<file path="config.mk">
export PLATFORM = sky130hd
export DESIGN_NAME = mem_req_arbiter_flat
export DESIGN_NICKNAME = d
export VERILOG_FILES = /design/src/rtl/mem_arb_pkg.sv /design/src/rtl/mem_req_arbiter_if.sv /design/src/rtl/mem_arb_rr2.sv /design/src/rtl/mem_req_arbiter.sv /design/src/flat_wrapper.sv
export SDC_FILE = /design/constraint.sdc
export NUM_CORES = 1
export LEC_CHECK = 0
export CORE_AREA = 5 5 207 209
export DETAILED_ROUTE_END_ITERATION = 12
export DIE_AREA = 0 0 212 214
export DONT_BUFFER_PORTS = 1
export PLACE_DENSITY = 0.44
export RECOVER_POWER = 100
export SETUP_SLACK_MARGIN = 0.1
export SLEW_MARGIN = 20
export SYNTH_ARGS = -nofsm -noshare
export SYNTH_HDL_FRONTEND = slang
export SYNTH_SLANG_ARGS = --single-unit
</file>
<file path="constraint.sdc">
create_clock -name ui_clk -period 2.2 [get_ports ui_clk]
set_input_delay 0.22 -clock ui_clk [delete_from_list [all_inputs] [get_ports ui_clk]]
set_output_delay 0.22 -clock ui_clk [all_outputs]
set_load 0.02 [all_outputs]
</file>
<file path="src/rtl/mem_arb_pkg.sv">
// Shared types for the two-client DDR request arbiter.
package mem_arb_pkg;

   // Arbiter FSM encoding; also exposed on the debug state output.
   typedef enum logic [1:0] {
      IDLE  = 2'd0,
      ISSUE = 2'd1,
      DRAIN = 2'd2
   } arb_state_t;

   // Which client owns the in-flight request.
   typedef enum logic {
      GNT_I = 1'b0,
      GNT_D = 1'b1
   } grant_t;

   // Default watchdog limit in cycles spent waiting in ISSUE.
   localparam int DEFAULT_TIMEOUT = 4096;

endpackage

</file>
<file path="src/rtl/mem_req_arbiter_if.sv">
// Client and controller signals of the DDR request arbiter.
//
// Handshake: a client raises its request (i_ren, d_ren, d_wen) with its
// address/data fields and holds all of them stable until its own valid
// pulses for exactly one cycle; the request must be dropped after that
// pulse or it is treated as a new request. Toward the controller the
// arbiter holds ren_mem/wen_mem and the fields stable until valid_mem
// is seen high, then drops the strobes and waits for valid_mem to go
// low before it may issue again.
interface mem_req_arbiter_if #(
   parameter int ADDR_WIDTH = 64,
   parameter int DATA_WIDTH = 64
);
   logic [ADDR_WIDTH-1:0]   i_addr;
   logic                    i_ren;
   logic [DATA_WIDTH-1:0]   i_rdata;
   logic                    i_valid;

   logic [ADDR_WIDTH-1:0]   d_addr;
   logic                    d_ren;
   logic                    d_wen;
   logic [DATA_WIDTH-1:0]   d_wdata;
   logic [DATA_WIDTH/8-1:0] d_wmask;
   logic [DATA_WIDTH-1:0]   d_rdata;
   logic                    d_valid;

   logic [ADDR_WIDTH-1:0]   addr_mem;
   logic [DATA_WIDTH-1:0]   wdata_mem;
   logic [DATA_WIDTH/8-1:0] wmask_mem;
   logic                    ren_mem;
   logic                    wen_mem;
   logic [DATA_WIDTH-1:0]   rdata_mem;
   logic                    valid_mem;

   logic                    err_timeout;
   logic                    busy;

   // Arbiter side.
   modport slave (
      input  i_addr, i_ren, d_addr, d_ren, d_wen, d_wdata, d_wmask,
             rdata_mem, valid_mem,
      output i_rdata, i_valid, d_rdata, d_valid,
             addr_mem, wdata_mem, wmask_mem, ren_mem, wen_mem,
             err_timeout, busy
   );

   // Environment side: clients plus controller.
   modport master (
      output i_addr, i_ren, d_addr, d_ren, d_wen, d_wdata, d_wmask,
             rdata_mem, valid_mem,
      input  i_rdata, i_valid, d_rdata, d_valid,
             addr_mem, wdata_mem, wmask_mem, ren_mem, wen_mem,
             err_timeout, busy
   );
endinterface

</file>
<file path="src/rtl/mem_arb_rr2.sv">
// Two-requester round-robin picker: req[0] is I, req[1] is D.
module mem_arb_rr2
   import mem_arb_pkg::*;
(
   input  logic [1:0] req,
   input  grant_t     last,
   output grant_t     gnt,
   output logic       any
);

   // On a tie the client that was not served last wins.
   always_comb begin
      any = |req;
      gnt = GNT_D;
      if (req == 2'b11)
         gnt = (last == GNT_I) ? GNT_D : GNT_I;
      else if (req[0])
         gnt = GNT_I;
      else
         gnt = GNT_D;
   end

endmodule

</file>
<file path="src/rtl/mem_req_arbiter.sv">
// Fetch/data front end for the DDR controller: one request at a time,
// round-robin between clients, one-cycle completion pulse per client.
module mem_req_arbiter
   import mem_arb_pkg::*;
#(
   parameter int ADDR_WIDTH = 64,
   parameter int DATA_WIDTH = 64,
   parameter int TIMEOUT    = DEFAULT_TIMEOUT
) (
   input  logic       ui_clk,
   input  logic       ui_rst_n,
   mem_req_arbiter_if.slave bus,
   output arb_state_t o_dbg_state
);

   localparam int MW = DATA_WIDTH / 8;
   localparam int CW = (TIMEOUT > 1) ? $clog2(TIMEOUT) : 1;
   localparam logic [CW-1:0] WD_MAX = CW'(TIMEOUT - 1);

   arb_state_t            r_state;
   grant_t                r_last;
   grant_t                r_gnt;
   logic [ADDR_WIDTH-1:0] r_addr;
   logic [DATA_WIDTH-1:0] r_wdata;
   logic [MW-1:0]         r_wmask;
   logic                  r_ren;
   logic                  r_wen;
   logic [DATA_WIDTH-1:0] r_i_rdata;
   logic [DATA_WIDTH-1:0] r_d_rdata;
   logic                  r_i_valid;
   logic                  r_d_valid;
   logic [CW-1:0]         r_wd;
   logic                  r_err;

   logic [1:0]            w_req;
   grant_t                w_gnt;
   logic                  w_any;

   // A client completing this cycle is masked so its stale request is not re-granted.
   assign w_req = {(bus.d_ren | bus.d_wen) & ~r_d_valid, bus.i_ren & ~r_i_valid};

   mem_arb_rr2 u_rr2 (
      .req  (w_req),
      .last (r_last),
      .gnt  (w_gnt),
      .any  (w_any)
   );

   // Request FSM: latch on grant, hold until valid_mem, then wait for it to drop.
   always_ff @(posedge ui_clk or negedge ui_rst_n) begin
      if (!ui_rst_n) begin
         r_state   <= IDLE;
         r_last    <= GNT_I;
         r_gnt     <= GNT_I;
         r_addr    <= '0;
         r_wdata   <= '0;
         r_wmask   <= '0;
         r_ren     <= 1'b0;
         r_wen     <= 1'b0;
         r_i_rdata <= '0;
         r_d_rdata <= '0;
         r_i_valid <= 1'b0;
         r_d_valid <= 1'b0;
      end else begin
         r_i_valid <= 1'b0;
         r_d_valid <= 1'b0;
         case (r_state)
            IDLE: begin
               if (w_any) begin
                  r_gnt   <= w_gnt;
                  r_state <= ISSUE;
                  if (w_gnt == GNT_I) begin
                     r_addr  <= bus.i_addr;
                     r_wdata <= '0;
                     r_wmask <= '0;
                     r_ren   <= 1'b1;
                     r_wen   <= 1'b0;
                  end else if (bus.d_wen) begin
                     r_addr  <= bus.d_addr;
                     r_wdata <= bus.d_wdata;
                     r_wmask <= bus.d_wmask;
                     r_ren   <= 1'b0;
                     r_wen   <= 1'b1;
                  end else begin
                     r_addr  <= bus.d_addr;
                     r_wdata <= '0;
                     r_wmask <= '0;
                     r_ren   <= 1'b1;
                     r_wen   <= 1'b0;
                  end
               end
            end
            ISSUE: begin
               if (bus.valid_mem) begin
                  r_ren   <= 1'b0;
                  r_wen   <= 1'b0;
                  r_last  <= r_gnt;
                  r_state <= DRAIN;
                  if (r_gnt == GNT_I) begin
                     r_i_valid <= 1'b1;
                     r_i_rdata <= bus.rdata_mem;
                  end else begin
                     r_d_valid <= 1'b1;
                     if (r_ren)
                        r_d_rdata <= bus.rdata_mem;
                  end
               end
            end
            DRAIN: begin
               if (!bus.valid_mem)
                  r_state <= IDLE;
            end
            default: r_state <= IDLE;
         endcase
      end
   end

   // Watchdog: counts ISSUE cycles from each grant; the error is sticky until reset.
   always_ff @(posedge ui_clk or negedge ui_rst_n) begin
      if (!ui_rst_n) begin
         r_wd  <= '0;
         r_err <= 1'b0;
      end else if (r_state != ISSUE) begin
         r_wd <= '0;
      end else if (!bus.valid_mem) begin
         if (r_wd == WD_MAX)
            r_err <= 1'b1;
         else
            r_wd <= r_wd + CW'(1);
      end
   end

   assign bus.addr_mem    = r_addr;
   assign bus.wdata_mem   = r_wdata;
   assign bus.wmask_mem   = r_wmask;
   assign bus.ren_mem     = r_ren;
   assign bus.wen_mem     = r_wen;
   assign bus.i_rdata     = r_i_rdata;
   assign bus.i_valid     = r_i_valid;
   assign bus.d_rdata     = r_d_rdata;
   assign bus.d_valid     = r_d_valid;
   assign bus.err_timeout = r_err;
   assign bus.busy        = (r_state != IDLE);
   assign o_dbg_state     = r_state;

endmodule

</file>
<file path="src/flat_wrapper.sv">
// flat-port wrapper written by rule: the top's interface ports become plain ports
module mem_req_arbiter_flat import mem_arb_pkg::*;
#(
   parameter int ADDR_WIDTH = 64,
   parameter int DATA_WIDTH = 64,
   parameter int TIMEOUT    = DEFAULT_TIMEOUT
)
  (ui_clk, ui_rst_n, o_dbg_state, bus_i_addr, bus_i_ren, bus_d_addr, bus_d_ren, bus_d_wen, bus_d_wdata, bus_d_wmask, bus_rdata_mem, bus_valid_mem, bus_i_rdata, bus_i_valid, bus_d_rdata, bus_d_valid, bus_addr_mem, bus_wdata_mem, bus_wmask_mem, bus_ren_mem, bus_wen_mem, bus_err_timeout, bus_busy);
  mem_req_arbiter_if #(.ADDR_WIDTH(ADDR_WIDTH), .DATA_WIDTH(DATA_WIDTH)) bus_i ();
  input  logic ui_clk;
  input  logic ui_rst_n;
  output arb_state_t o_dbg_state;
  input wire logic [$bits(bus_i.i_addr)-1:0] bus_i_addr;
  input wire logic [$bits(bus_i.i_ren)-1:0] bus_i_ren;
  input wire logic [$bits(bus_i.d_addr)-1:0] bus_d_addr;
  input wire logic [$bits(bus_i.d_ren)-1:0] bus_d_ren;
  input wire logic [$bits(bus_i.d_wen)-1:0] bus_d_wen;
  input wire logic [$bits(bus_i.d_wdata)-1:0] bus_d_wdata;
  input wire logic [$bits(bus_i.d_wmask)-1:0] bus_d_wmask;
  input wire logic [$bits(bus_i.rdata_mem)-1:0] bus_rdata_mem;
  input wire logic [$bits(bus_i.valid_mem)-1:0] bus_valid_mem;
  output wire logic [$bits(bus_i.i_rdata)-1:0] bus_i_rdata;
  output wire logic [$bits(bus_i.i_valid)-1:0] bus_i_valid;
  output wire logic [$bits(bus_i.d_rdata)-1:0] bus_d_rdata;
  output wire logic [$bits(bus_i.d_valid)-1:0] bus_d_valid;
  output wire logic [$bits(bus_i.addr_mem)-1:0] bus_addr_mem;
  output wire logic [$bits(bus_i.wdata_mem)-1:0] bus_wdata_mem;
  output wire logic [$bits(bus_i.wmask_mem)-1:0] bus_wmask_mem;
  output wire logic [$bits(bus_i.ren_mem)-1:0] bus_ren_mem;
  output wire logic [$bits(bus_i.wen_mem)-1:0] bus_wen_mem;
  output wire logic [$bits(bus_i.err_timeout)-1:0] bus_err_timeout;
  output wire logic [$bits(bus_i.busy)-1:0] bus_busy;
  assign bus_i.i_addr = bus_i_addr;
  assign bus_i.i_ren = bus_i_ren;
  assign bus_i.d_addr = bus_d_addr;
  assign bus_i.d_ren = bus_d_ren;
  assign bus_i.d_wen = bus_d_wen;
  assign bus_i.d_wdata = bus_d_wdata;
  assign bus_i.d_wmask = bus_d_wmask;
  assign bus_i.rdata_mem = bus_rdata_mem;
  assign bus_i.valid_mem = bus_valid_mem;
  assign bus_i_rdata = bus_i.i_rdata;
  assign bus_i_valid = bus_i.i_valid;
  assign bus_d_rdata = bus_i.d_rdata;
  assign bus_d_valid = bus_i.d_valid;
  assign bus_addr_mem = bus_i.addr_mem;
  assign bus_wdata_mem = bus_i.wdata_mem;
  assign bus_wmask_mem = bus_i.wmask_mem;
  assign bus_ren_mem = bus_i.ren_mem;
  assign bus_wen_mem = bus_i.wen_mem;
  assign bus_err_timeout = bus_i.err_timeout;
  assign bus_busy = bus_i.busy;
  mem_req_arbiter #(.ADDR_WIDTH(ADDR_WIDTH), .DATA_WIDTH(DATA_WIDTH), .TIMEOUT(TIMEOUT)) u_core (.ui_clk(ui_clk), .ui_rst_n(ui_rst_n), .bus(bus_i), .o_dbg_state(o_dbg_state));
endmodule
</file>
==> results_dict.tcl, run 1 <==
set metrics [dict create \
    stdcell_count 1632 \
    gp_congestion 0.750 \
    report.final.slew_viol_count 0 \
    htreeDepth 2 \
    powerDensity_nw_per_um2 1530 \
    grt_pass1_wl_um 54000 \
    cp-end-kind "flop" \
    cp_max_fo 22 \
    synth-main-ff-cell "dfrtp_1" \
    critPathLaunchType "flop" \
    drtPass1Iterations 4 \
    hpwl_um 24700 \
    syn_avg_cell_area_um2 13.9 \
    post_cts_resized 0 \
    start_util_pct 27.7 \
    min_period_ns 2.01 \
    worst_pin_slew_ns 0.611 \
    final_common_cell "dfrtp_1" \
    grt_setup_unrepaired "false" \
    synth_fp_nets 1080 \
    outcome "complete, but fails checks" \
    ys_warn_count 0 \
    die_area_um2 45400 \
    drive_above_1_share_pct 12.6 \
    synth_seq_cells 285 \
    antenna_cells 0 \
    maxCapViolCount 0 \
    clock_insertion_delay_worst_skew_ns 0.52 \
    synth_top_area_share_pct 63.3 \
    ir_drop_mv 0.708 \
    synth_cells 809 \
    violations "negative hold slack" \
    crit_required_ns 2.59 \
    ys_types 47 \
    p_leak_nw 7.06 \
    synth_edf_count 0 \
    cts_tree "yes" \
    ys_seq_area_share_pct 63.3 \
    grt_max_degree 286 \
    drt_iter0_drc 366 \
    cts_num_sinks 285 \
    hold_violations 285 \
    overflow 0 \
    max-slew-margin-rel_pct 59.3 \
    syn_area_um2 11300 \
    io_pins 542 \
    viasPerCell 4.71 \
    async_flop_share_pct 100 \
    area_growth_pct 39.1 \
    drc 0 \
    finalClockSkew_ns 0.0259 \
    fmax_mhz 498 \
    cts_buffer_depth 3 \
    cts.clk_slew.worst_paths_ns 0.06 \
    row_count 74 \
    antenna_left 0 \
    path_class "reg2reg" \
    antenna_found_initial 0 \
    die_width_um 212 \
    finalWirelength_um 36200 \
    setup_viol_count_final 0 \
    numPortBuffers 0 \
    hold_buffers 266 \
    hp-class "in2async" \
    layout_common_cells "dfrtp_1 (285), dlygate4sd3_1 (266), nand2_1 (75)" \
    cts_made_buffers 34 \
    coreArea_um2 40600 \
    grt_use_total_pct 15.2 \
    avgRoutedWirePerCell_um 22.2 \
    crit_arrival_ns 2.40 \
    timing.hold.ws_ns -0.605 \
    fin_crit_sh_pct 91.4 \
    via_count 7691 \
    yosys.area.top_type "dfrtp_1" \
    ctsRootBufferMaster "clkbuf_16" \
    synth_area_leaders "dfrtp_1 (63%), mux2_1 (6.9%), mux2_2 (5.9%)" \
    grt_pass1_vias 8618 \
    placedCellCount 1307 \
    fin_setup_tns_ns 0 \
    fin_nets 1348 \
    die_y_um 214 \
]
==> stage by stage <==
step / worst slack [ns] / cell area, µm² / utilization, % / hold WS [ns] / total power [mW]
6_report: 0.190 / 15700 / 38.6 / -0.605 / 23.9
4_1_cts: 0.238 / 15700 / 38.7 / -0.660 / 24.5
5_1_grt: 0.0968 / 15700 / 38.6 / -0.659 / 25.2
3_5_place_dp: 0.279 / 11900 / 29.2 / -0.0688 / 18.0
2_1_floorplan: 0.420 / 11300 / - / -0.0756 / 15.9
3_3_place_gp: 0.308 / 11900 / 29.2 / -0.0683 / 17.9
==> flip-flops by register name, indices dropped and copies added, names as in the netlist, 2 cells and up <==
register / flops
u_core.bus.addr_mem: 64
u_core.bus.d_rdata: 64
u_core.bus.i_rdata: 64
u_core.bus.wdata_mem: 64
u_core.r_wd: 12
u_core.bus.wmask_mem: 8
u_core.o_dbg_state: 2
==> final timing paths <==
check                                                  start                             endpoint  slack, ns  cells after the start
min in group ui_clk                            bus_valid_mem           u_core.r_wd[3]$_DFFE_PN0P_       0.05                      4
hold reg to reg                  u_core.r_wd[10]$_DFFE_PN0P_          u_core.r_wd[10]$_DFFE_PN0P_       0.51                      1
hold / removal                                      ui_rst_n    u_core.bus.d_rdata[1]$_DFFE_PN0P_      -0.60                      0
setup / recovery           u_core.o_dbg_state[1]$_DFFE_PN0P_   u_core.bus.d_rdata[15]$_DFFE_PN0P_       0.19                      5
max in group asynchronous                           ui_rst_n  u_core.bus.addr_mem[54]$_DFFE_PN0P_       2.29                      0
setup reg to reg           u_core.o_dbg_state[1]$_DFFE_PN0P_   u_core.bus.d_rdata[15]$_DFFE_PN0P_       0.19                      5
==> logic make-up (layout without fill, tap and decap cells) <==
kind of cell,Yosys count,count (layout),synth area share (%)
AOI/OAI and AO/OA,169,169,10.6
xor gates and xnor gates,2,2,0.155
adders and majority gates,1,1,0.111
buffers and inverters,55,346,3.04
DFF,285,285,63.3
muxes,192,192,18.5
and+or+nand+nor,105,105,4.31
==> final cells by class <==
| cell class | instances | area [µm²] |
|---|---|---|
| Clock buffer | 45 | 983 |
| Clock inverter | 14 | 210 |
| Fill cell | 3791 | 25000 |
| Inverter | 2 | 7.51 |
| Multi-Input combinational cell | 469 | 3800 |
| Sequential cell | 285 | 7130 |
| Tap cell | 532 | 666 |
| Timing Repair Buffer | 285 | 2870 |
==> Yosys cell counts, types with 3 or more instances <==
cell type,number
a21oi_1,7
a22o_1,72
a31oi_1,4
buf_2,19
buf_4,16
buf_6,7
clkbuf_1,10
dfrtp_1,285
mux2_1,69
mux2_2,59
mux2i_1,64
nand2_1,75
nand2b_1,4
nor2_1,7
o21ai_0,3
o21ai_1,65
==> metal layers <==
metal	part of all wire (%)	vias up	global-route usage (%)	routed length [µm]
met5	0	-	0	0
li1	-	3446	-	-
met1	37	3798	16.8	13300
met3	10	59	5.98	3750
met4	2.6	0	4.94	956
met2	50	388	26.7	18200
==> power by group <==
part	switching [mW]	internal [mW]
logic	2.38	2.60
registers	5.28	7.71
clock network	2.21	3.73
total	9.88	14.0
==> critical path, stage by stage (launching register included) <==
cell and delay [ns]:
dfrtp_1 0.39, and2b_2 0.29, and3_1 0.26, nand2_4 0.17, clkbuf_4 0.39, mux2_1 0.37
==> repair_timing <==
item / 4_1_cts / 5_1_grt
endpoints found under the hold margin: 557 / 285
endpoints found under the setup margin: 0 / 0
setup buffers: 0 / 0
No activity file was read; power rests on OpenSTA's default activity.
==> run 2, diff against run 1 <==
RECOVER_POWER = 25   (was 100)
SKIP_LAST_GASP = 1   (was not set)
SLEW_MARGIN = not set   (was 20)
==> run 2 against run 1 <==
  * The flow still finishes with violations (negative hold slack)
  * Hold slack got worse by 0.00085 ns
  * Global-route usage stayed put
  * Register-to-register slack improved by 0.09 ns
  * Setup slack better by 0.094 ns
  * Cell count unchanged
  * Utilization grew 0.16 points
==> results_dict.tcl, run 2 (synthesis gave the netlist of run 1 again) <==
set metrics [dict create \
    outcome "complete, but fails checks" \
    violations "negative hold slack" \
    path_cells "and2b_2 > nand2_1 > nor2_4 > buf_4 > mux2_2" \
    cts_num_sinks 285 \
    gp_congestion 0.750 \
    grt_use_total_pct 15.2 \
    drt_iter0_drc 360 \
    post_cts_resized 0 \
    fmax_mhz 522 \
    final_common_cell "dfrtp_1" \
    maxCapViolCount 0 \
    antenna_left 0 \
    antenna_cells 0 \
    die_width_um 212 \
    power.internal_mw 14.2 \
    finalWirelength_um 36000 \
    cp.buffers_inverters 1 \
    fin_crit_sh_pct 87.1 \
    antenna_found_initial 0 \
    drive_above_1_share_pct 13.2 \
    cpPeakStageDelay_ns 0.40 \
    avgRoutedWirePerCell_um 22.1 \
    seqPwrFrac_pct 53.9 \
    worst_pin_slew_ns 0.610 \
    area_growth_pct 39.7 \
    overflow 0 \
    drtPass1Iterations 4 \
    htreeDepth 2 \
    hold_violations 285 \
    crit_slowest_cell "dfrtp_1" \
    utilization_pct 38.7 \
    drc 0 \
    hpwl_um 24700 \
    via_count 7662 \
    fin_nets 1348 \
    combPwrFrac_pct 21.4 \
    p_sw_share_pct 41.2 \
    start_util_pct 27.7 \
    min_period_ns 1.92 \
    ir_drop_mv 0.708 \
    io_pins 542 \
    max-slew-margin-rel_pct 59.3 \
    report.final.slew_viol_count 0 \
    p_clk_share_pct 24.7 \
    die_y_um 214 \
    ctsRootBufferMaster "clkbuf_16" \
    die_area_um2 45400 \
    grt_setup_unrepaired "false" \
    timing.hold.ws_ns -0.606 \
    cts.clk_slew.worst_paths_ns 0.06 \
    hp-class "in2async" \
    stdcell_count 1632 \
    finalClockSkew_ns 0.0262 \
    cts_tree "yes" \
    grt_pass1_vias 8618 \
    row_count 74 \
    cp_max_fo 18 \
    layout_common_cells "dfrtp_1 (285), dlygate4sd3_1 (266), nand2_1 (75)" \
    critPathLaunchType "flop" \
    crit_arrival_ns 2.31 \
    power_switching_mw 9.94 \
    cts_setup_buffers 0 \
    setup_viol_count_final 0 \
    crit_required_ns 2.60 \
    placedCellCount 1307 \
    coreArea_um2 40600 \
    clock_insertion_delay_worst_skew_ns 0.52 \
    viasPerCell 4.69 \
    grt_max_degree 286 \
    critical-path-top-delay-family "simple AND/OR/NAND/NOR gates" \
    cts_buffer_depth 3 \
    path_class "reg2reg" \
    cts_made_buffers 34 \
    cp-end-kind "flop" \
    p_leak_nw 7.09 \
    hold_buffers 266 \
    fin_setup_tns_ns 0 \
    powerDensity_nw_per_um2 1530 \
    grt_pass1_wl_um 54000 \
    numPortBuffers 0 \
]
-- run 2: layout make-up --
| cell class | count | area (µm²) |
|---|---|---|
| Clock buffer | 45 | 983 |
| Inverter | 2 | 7.51 |
| Tap cell | 532 | 666 |
| Multi-Input combinational cell | 469 | 3820 |
| Fill cell | 3777 | 24900 |
| Timing Repair Buffer | 285 | 2920 |
| Sequential cell | 285 | 7130 |
| Clock inverter | 14 | 210 |
-- run 2: power by group through the flow --
| stage | combinational, mW | clock (mW) | sequential (mW) |
|---|---|---|---|
| after detailed placement | 4.87 | 0 | 13.1 |
| final | 5.17 | 5.95 | 13.0 |
| after floorplan | 3.91 | 0 | 12.0 |
| after global routing | 5.77 | 6.36 | 13.3 |
| after CTS | 5.23 | 6.15 | 13.1 |
| after global placement | 4.66 | 0 | 13.2 |
-- run 2: stage by stage --
stage          area (µm²)  setup WS [ns]  power, mW  hold slack, ns
2_1_floorplan       11300          0.420       15.9         -0.0756
3_3_place_gp        11900          0.308       17.9         -0.0683
3_5_place_dp        11900          0.279       18.0         -0.0688
4_1_cts             15700          0.238       24.5          -0.660
5_1_grt             15700          0.154       25.4          -0.659
6_report            15700          0.284       24.1          -0.606
-- run 2: worst paths after layout --
path,start,end,slack [ns],cells past startpoint
worst max-delay path,u_core.o_dbg_state[1]$_DFFE_PN0P_,u_core.bus.i_rdata[3]$_DFFE_PN0P_,0.28,5
worst min-delay path,ui_rst_n,u_core.bus.d_rdata[1]$_DFFE_PN0P_,-0.61,0
worst max register to register,u_core.o_dbg_state[1]$_DFFE_PN0P_,u_core.bus.i_rdata[3]$_DFFE_PN0P_,0.28,5
worst min register to register,u_core.r_wd[7]$_DFFE_PN0P_,u_core.r_wd[7]$_DFFE_PN0P_,0.51,1
max in group asynchronous,ui_rst_n,u_core.bus.addr_mem[28]$_DFFE_PN0P_,2.33,0
min in group ui_clk,bus_valid_mem,u_core.r_wd[3]$_DFFE_PN0P_,0.06,4
-- run 2: per-layer routing --
layer,vias to the layer above,global-route usage (%),share of wire [%]
met2,389,26.7,50
li1,3447,-,-
met1,3773,16.8,36
met4,0,4.94,2.6
met3,53,5.98,11
met5,-,0,0
